$ cat src/rtl/move_sequencer.sv
// Purpose: debounces four direction buttons and hands one move per press to the board engine.
// Latency: a clean press shows up as move_valid DEBOUNCE_CYCLES+2 edges after the first sampling edge.
// Backpressure: move_valid/move_dir hold until move_ready; no new move until move_done and all buttons released.
module move_sequencer #(
  parameter int DEBOUNCE_CYCLES = 1000000,
  parameter int CNT_W           = 20
) (
  input  logic        clk,
  input  logic        rst,
  input  logic        btn_up,
  input  logic        btn_down,
  input  logic        btn_left,
  input  logic        btn_right,
  input  logic        game_over,
  input  logic        move_ready,
  input  logic        move_done,
  output logic        move_valid,
  output logic [1:0]  move_dir,
  output logic        busy,
  output logic [15:0] move_count
);

  // Counter value at which a level change has been stable long enough.
  localparam logic [CNT_W-1:0] CNT_LAST = CNT_W'(DEBOUNCE_CYCLES - 1);
  localparam logic [CNT_W-1:0] CNT_ONE  = CNT_W'(1);

  typedef enum logic [1:0] {
    IDLE      = 2'd0,
    REQ       = 2'd1,
    WAIT_DONE = 2'd2,
    RELEASE   = 2'd3
  } state_t;

  // Buttons packed by priority: bit 0 = up, 1 = down, 2 = left, 3 = right.
  logic [3:0] btn_raw;
  assign btn_raw = {btn_right, btn_left, btn_down, btn_up};

  // Two-flop synchronizer chain per button.
  logic [3:0] sync1_q, sync1_d;
  logic [3:0] sync2_q, sync2_d;

  // Debounced level, its one-cycle delayed copy and the stability counters.
  logic [3:0]            db_q, db_d;
  logic [3:0]            db_dly_q, db_dly_d;
  logic [3:0][CNT_W-1:0] cnt_q, cnt_d;
  logic [3:0]            rise;

  // Sequencer state and registered outputs.
  state_t      state_q, state_d;
  logic        valid_q, valid_d;
  logic [1:0]  dir_q, dir_d;
  logic        busy_q, busy_d;
  logic [15:0] count_q, count_d;

  // Synchronizer next values: simply shift the raw level down the chain.
  always_comb begin
    sync1_d  = btn_raw;
    sync2_d  = sync1_q;
    db_dly_d = db_q;
  end

  // Debounce: a differing level must persist for DEBOUNCE_CYCLES samples; any bounce restarts the count.
  always_comb begin
    db_d  = db_q;
    cnt_d = cnt_q;
    for (int i = 0; i < 4; i++) begin
      if (sync2_q[i] == db_q[i]) begin
        cnt_d[i] = '0;
      end else if (cnt_q[i] == CNT_LAST) begin
        db_d[i]  = ~db_q[i];
        cnt_d[i] = '0;
      end else begin
        cnt_d[i] = cnt_q[i] + CNT_ONE;
      end
    end
  end

  // A press is the debounced level going high; releases are not of interest.
  assign rise = db_q & ~db_dly_q;

  // Next-state and registered-output logic for the move handshake.
  always_comb begin
    state_d = state_q;
    dir_d   = dir_q;
    count_d = count_q;
    case (state_q)
      IDLE: begin
        // Rises seen here are the only ones that can start a move; game_over suppresses them.
        if ((rise != 4'b0000) && !game_over) begin
          state_d = REQ;
          if (rise[0])      dir_d = 2'b00;
          else if (rise[1]) dir_d = 2'b01;
          else if (rise[2]) dir_d = 2'b10;
          else              dir_d = 2'b11;
        end
      end
      REQ: begin
        // move_valid is high throughout REQ, so ready alone completes the handshake.
        if (move_ready) begin
          state_d = WAIT_DONE;
          count_d = count_q + 16'd1;
        end
      end
      WAIT_DONE: begin
        if (move_done) begin
          state_d = RELEASE;
        end
      end
      RELEASE: begin
        // Require every button up so one long press cannot produce a second move.
        if (db_q == 4'b0000) begin
          state_d = IDLE;
        end
      end
      default: begin
        state_d = IDLE;
      end
    endcase
    valid_d = (state_d == REQ);
    busy_d  = (state_d != IDLE);
  end

  // Synchronizer and debounce registers.
  always_ff @(posedge clk or negedge rst) begin
    if (!rst) begin
      sync1_q  <= '0;
      sync2_q  <= '0;
      db_q     <= '0;
      db_dly_q <= '0;
      cnt_q    <= '0;
    end else begin
      sync1_q  <= sync1_d;
      sync2_q  <= sync2_d;
      db_q     <= db_d;
      db_dly_q <= db_dly_d;
      cnt_q    <= cnt_d;
    end
  end

  // Sequencer state and output registers; reset abandons any move in flight.
  always_ff @(posedge clk or negedge rst) begin
    if (!rst) begin
      state_q <= IDLE;
      valid_q <= 1'b0;
      dir_q   <= 2'b00;
      busy_q  <= 1'b0;
      count_q <= 16'd0;
    end else begin
      state_q <= state_d;
      valid_q <= valid_d;
      dir_q   <= dir_d;
      busy_q  <= busy_d;
      count_q <= count_d;
    end
  end

  assign move_valid = valid_q;
  assign move_dir   = dir_q;
  assign busy       = busy_q;
  assign move_count = count_q;

endmodule

$ cat config.mk
export PLATFORM = sky130hd
export DESIGN_NAME = move_sequencer
export DESIGN_NICKNAME = d
export VERILOG_FILES = /design/src/rtl/move_sequencer.sv
export SDC_FILE = /design/constraint.sdc
export NUM_CORES = 1
export LEC_CHECK = 0
export ABC_AREA = 1
export ABC_CLOCK_PERIOD_IN_PS = 1700
export CORE_MARGIN = 2
export CORE_UTILIZATION = 29
export DETAILED_ROUTE_END_ITERATION = 8
export DONT_BUFFER_PORTS = 1
export PLACE_DENSITY = 0.49
export REMOVE_ABC_BUFFERS = 1
export SLEW_MARGIN = 20
export SYNTH_ARGS = -nofsm -noshare
export SYNTH_HDL_FRONTEND = slang
export SYNTH_SLANG_ARGS = --single-unit
export TNS_END_PERCENT = 5
$ cat constraint.sdc
create_clock -name clk -period 1.7 [get_ports clk]
set_clock_uncertainty 0.15 [all_clocks]
set_input_delay 0.34 -clock clk [delete_from_list [all_inputs] [get_ports clk]]
set_output_delay 0.34 -clock clk [all_outputs]
set_load 0.03 [all_outputs]
# Yosys cells after proc, flatten, opt, wreduce, memory -nomap -nowiden
# Cells that the tools add are included.
[word_totals]
register_bits = 118
out_inout_bits = 20
[op_classes]
add_sub_neg = 5
eq_ne = 12
mux = 16
bitwise_logic = 10
reduce_logical = 12
[ops]
columns = ["cell", "n"]
rows = [
  ["20-bit two-way mux", 8],
  ["20-bit by 1-bit adder with 20-bit output, second input constant", 4],
  ["20-bit equality test, second input constant", 4],
  ["16-bit by 1-bit adder with 16-bit output, second input constant", 1],
  ["2-bit two-way mux", 6],
  ["2-bit AND reduction", 6],
  ["1-bit NOT", 8],
  ["2-bit one-hot mux with 4 select lines", 1],
  ["4-bit AND", 1],
  ["1-bit equality test", 4],
  ["2-bit by 1-bit equality test with 1-bit output, second input constant", 2],
  ["2-bit equality test, second input constant", 2],
  ["4-bit logical NOT", 1],
  ["4-bit NOT", 1],
  ["4-bit nonzero test", 1],
  ["2-bit logical NOT", 1],
  ["2-bit nonzero test", 1],
  ["1-bit logical AND", 1],
  ["1-bit logical NOT", 1],
  ["1-bit two-way mux", 1],
]

# Logic depth before layout (Yosys ltp)
[depth]
depth_word = 7
depth_mapped = 9
depth_no_buf = 9

# Least setup slack after synthesis
# OpenSTA, ideal clock, no wires.
[synth_timing]
path_kind = "register to register"
start = "reg count_q[0] (netlist: move_count[0])"
end = "reg count_q[11] (netlist: move_count[11])"
arrival_time_ns = 1.260
required_ns = 1.416
setup_slack_ns = 0.155
path_stages_with_launch = 7
period_less_slack_ns = 1.545
path_cell_list = "dfrtp_1 > nand3_1 > nor2_4 > nand2_4 > nor2_8 > nand2_2 > xnor2_1"
[synth_via]
elab_chain_cells = 1
[synth_lines]
columns = ["item", "line_no", "rtl"]
rows = [
  ["start: declaration", "53", "logic [15:0] count_q, count_d;"],
  ["start signal: assignment", "153", "count_q <= count_d;"],
  ["16-bit by 1-bit adder with 16-bit output", "101", "count_d = count_q + 16'd1;"],
]
# No other way between the ends.
# A chain may end at the register's enable or synchronous reset.

==> summary.txt <==
Status
  – Status: complete, but fails checks
  – Failing checks: negative hold slack

Finish
  – Nets@finish: a little over 800
  – P&R area growth vs syn: 21.1%
  – Share of layout cells above drive strength 1: 0.152
  – Final Instance Area: 7410 um^2
  – Number of fill cells: between 2,000 and 2,500
  – Seq. cell area: 2950 um^2
  – Ant diodes: 0
  – Fin cells: ~1,100
  – Area occupied by multi-input gates: around 2900 um^2

Global route
  – First-pass GRT wire length: 22,400 um
  – Largest net degree at the start of global routing: between 100 and 150
  – M1 GR Usage: 0.166
  – Met3 usage: 0.0318
  – GRT met2 Usage: 0.203
  – GRT Residual Overflow: 0
  – Gr busiest metal: met2
  – Initial antenna violation count: 0
  – Tot GR Track Use: 0.127
  – Number of global-route vias before repair: about 4,700

Critical path
  – Crit. End Element: flop
  – R2R Path Start: cnt_q[40]
  – Crit path from: cnt_q[40]
  – Worst reg2reg setup slack: about 0.1 ns
  – Crit path DAT: roughly 1.8 ns
  – Capture point of the worst reg-to-reg path: cnt_q[49]
  – CP startpoint kind: flop
  – Critical path endpoint: cnt_q[49]
  – Reg2Reg Depth: 8
  – Crit Path Class: flop to flop
  – Highest net fanout along the worst path: 8
  – WP data required: 1.85 ns

Detailed routing
  – First-pass iteration count of the detailed router: 4
  – Via count: approximately 4,800
  – Drt via density: about 4.4
  – WL final: 12,900 um
  – DRC Markers: 0
  – Wire per inst: 11.8 um
  – Detail Route Antenna Nets: 0
  – Initial DRC count: 220

Logic synthesis
  – Post-synthesis adder-cell area fraction: 0.0102
  – Yosys cell types: 34
  – Post-synthesis cell count: about 760
  – Main combinational cell family by area after synthesis: simple AND/OR/NAND/NOR gates
  – Synth Flop Type: dfrtp_1
  – Area contributors post-synth: dfrtp_1 48%, nor2_1 9.8%, nand2_1 9.4%, nand3_1 5.2%, inv_1 5.0%
  – Synth top cells by count: 159 x nor2_1, 153 x nand2_1, 118 x dfrtp_1
  – Largest area contributor in the netlist: dfrtp_1
  – Asr flop ratio synth: 1.00
  – Register area share after synthesis: 0.483
  – Post-Synth XOR/XNOR Area: 0.0694
  – Number of synthesized flops with an enable pin: 0
  – Post-Syn Area: between 6000 and 7000 um^2
  – Flops & latches, synth: 118
  – Syn Area/Cell: 8.10 um^2
  – Most common cell in the netlist: nor2_1
  – Simple-gate share of the synthesized area: 0.347
  – Synth Warn #: 0
  – Mux share of post-synthesis cell area: 0
  – Compound-Gate Fraction of Synth Area: 0.0321
  – Yosys top cell area share: 0.483

Power
  – Worst IR Drop VDD: just under 700 uV
  – Leak: approximately 3.3 nW
  – Pwr Density: ~990 nW/um^2

STA
  – Final Hold Vio Count: between 100 and 150
  – FMAX: approximately 0.62 GHz
  – Worst slew pin tran: roughly 0.40 ns
  – Minimum clock period: between 1.5 and 2 ns
  – Endpoints failing setup: 0
  – Slew Limit Fails: 0
  – Hold WS: -0.525 ns
  – Slew Limit Headroom: 0.736
  – Final period utilization: 0.941
  – Unrepaired setup endpoints after global routing: true

Die
  – Die area: ~22,000 um^2
  – Die Y: roughly 150 um
  – Total I/O pin count: 29
  – Initial Utilization: 0.293
  – Core area: 20,900 um^2
  – Die width: 149 um
  – Row count: 53

Clock network
  – Max clock buf depth: 2
  – Root Driver: clkbuf_16
  – CTS Hold Bufs: 5
  – Num Clock Sinks: ~120
  – H-tree level count: 4
  – Clock-pin slew on the worst setup and hold paths: ~0.050 ns
  – CTS tree: done
  – Worst skew pair latency: approximately 0.42 ns
  – Number of CTS-inserted buffers: 17

Placed design
  – Placed wire-length estimate: 9200 um
  – I/O Buffers: 0
  – Placed Cells incl. Taps: between 1,000 and 1,500
  – Routability cong.: 0.798
  – Dpl cell area: 6640 um^2

Min path
  – Class of the worst hold path: primary input to async pin

Run
  – Max Cap Viol: 0
==> flip-flops by register name, indices dropped and copies added (netlist names), 2 cells and up <==
| name | flops |
|---|---|
| cnt_q | 80 |
| move_count | 16 |
| state_q | 2 |
| sync2_q | 4 |
| sync1_q | 4 |
| db_dly_d | 4 |
| db_dly_q | 4 |
| move_dir | 2 |
==> cell type report <==
cell class	instances	area share
repair buffers	31	0.0331
clock inverters	9	0.0201
inverters	94	0.0480
clock buffers	23	0.0632
multi-input cells	543	0.391
flip-flops and latches	118	0.399
well taps	275	0.0465
==> layout by cell type, fill, tap and decap left out, drive strengths merged <==
cell,Yosys,final
a31oi,3,3
bufinv,0,4
nor2,177,177
o21bai,1,1
ha,5,5
o21a,1,1
dlygate4sd3,0,5
nor4,1,1
clkinv,1,6
dfrtp,118,118
nand3,74,74
buf,0,26
or2,1,1
nor3b,3,3
o21ai,15,15
a211oi,1,1
xor2,31,31
xnor2,14,14
inv,93,93
nor3,22,22
nand4,14,14
clkbuf,0,23
nand2,164,164
a21oi,16,16
==> metrics by stage <==
| stage | power [W] | setup WS, ns | util | hold slack [ns] | TNS [ns] |
|---|---|---|---|---|---|
| after global routing | 0.00764 | -0.0271 | 0.355 | -0.554 | -0.236 |
| after detailed placement | 0.00358 | 0.0199 | 0.318 | -0.0963 | 0 |
| after floorplan | 0.00341 | 0.155 | - | -0.106 | 0 |
| after CTS | 0.00741 | 0.00947 | 0.350 | -0.548 | 0 |
| after global placement | 0.00358 | 0.0483 | 0.318 | -0.0975 | 0 |
| final | 0.00732 | 0.0999 | 0.355 | -0.525 | 0 |
==> per-layer routing <==
metal	wire [um]	vias to the layer above
li1	-	2487
met1	6340	2214
met2	6030	43
met3	409	14
met4	170	0
met5	0	-
==> report_power, final <==
part | switching, W | internal (W)
combinational | 0.000306 | 0.000183
clock | 0.00125 | 0.00252
sequential | 0.000128 | 0.00292
total | 0.00169 | 0.00563
==> logic make-up (layout without fill, tap and decap cells) <==
kind of cell | after synthesis | count (layout)
AND/OR/NAND/NOR | 456 | 456
flip-flops | 118 | 118
buffers and inverters | 94 | 157
XOR/XNOR | 45 | 45
AO/OA/AOI/OAI | 37 | 37
adder cells (fa/ha/maj) | 5 | 5
==> how the worst min path moves through the flow <==
stage	start	end	slack [ns]	cells after the start
2_1_floorplan	rst	busy	-0.11	0
3_3_place_gp	rst	cnt_q[27]	-0.1	0
3_5_place_dp	rst	cnt_q[33]	-0.1	0
4_1_cts	rst	cnt_q[39]	-0.55	0
5_1_grt	rst	cnt_q[37]	-0.55	0
6_report	rst	cnt_q[33]	-0.53	0
==> critical path: stages, from the launching register on <==
cell      delay (ns)
dfrtp_1         0.37
ha_1            0.20
nand2_1         0.09
nor2_2          0.16
nand3_4         0.12
clkinv_1        0.09
nand3_4         0.13
nand2_4         0.13
nor2_1          0.05
==> repair_timing <==
action,in CTS,in global routing
resized for setup,1,19
endpoints found under the hold margin,123,118
buffers inserted,0,2
pin swaps,0,1
endpoints found under the setup margin,6,52
cloned,0,0
Power figures use the tool's default switching activity.
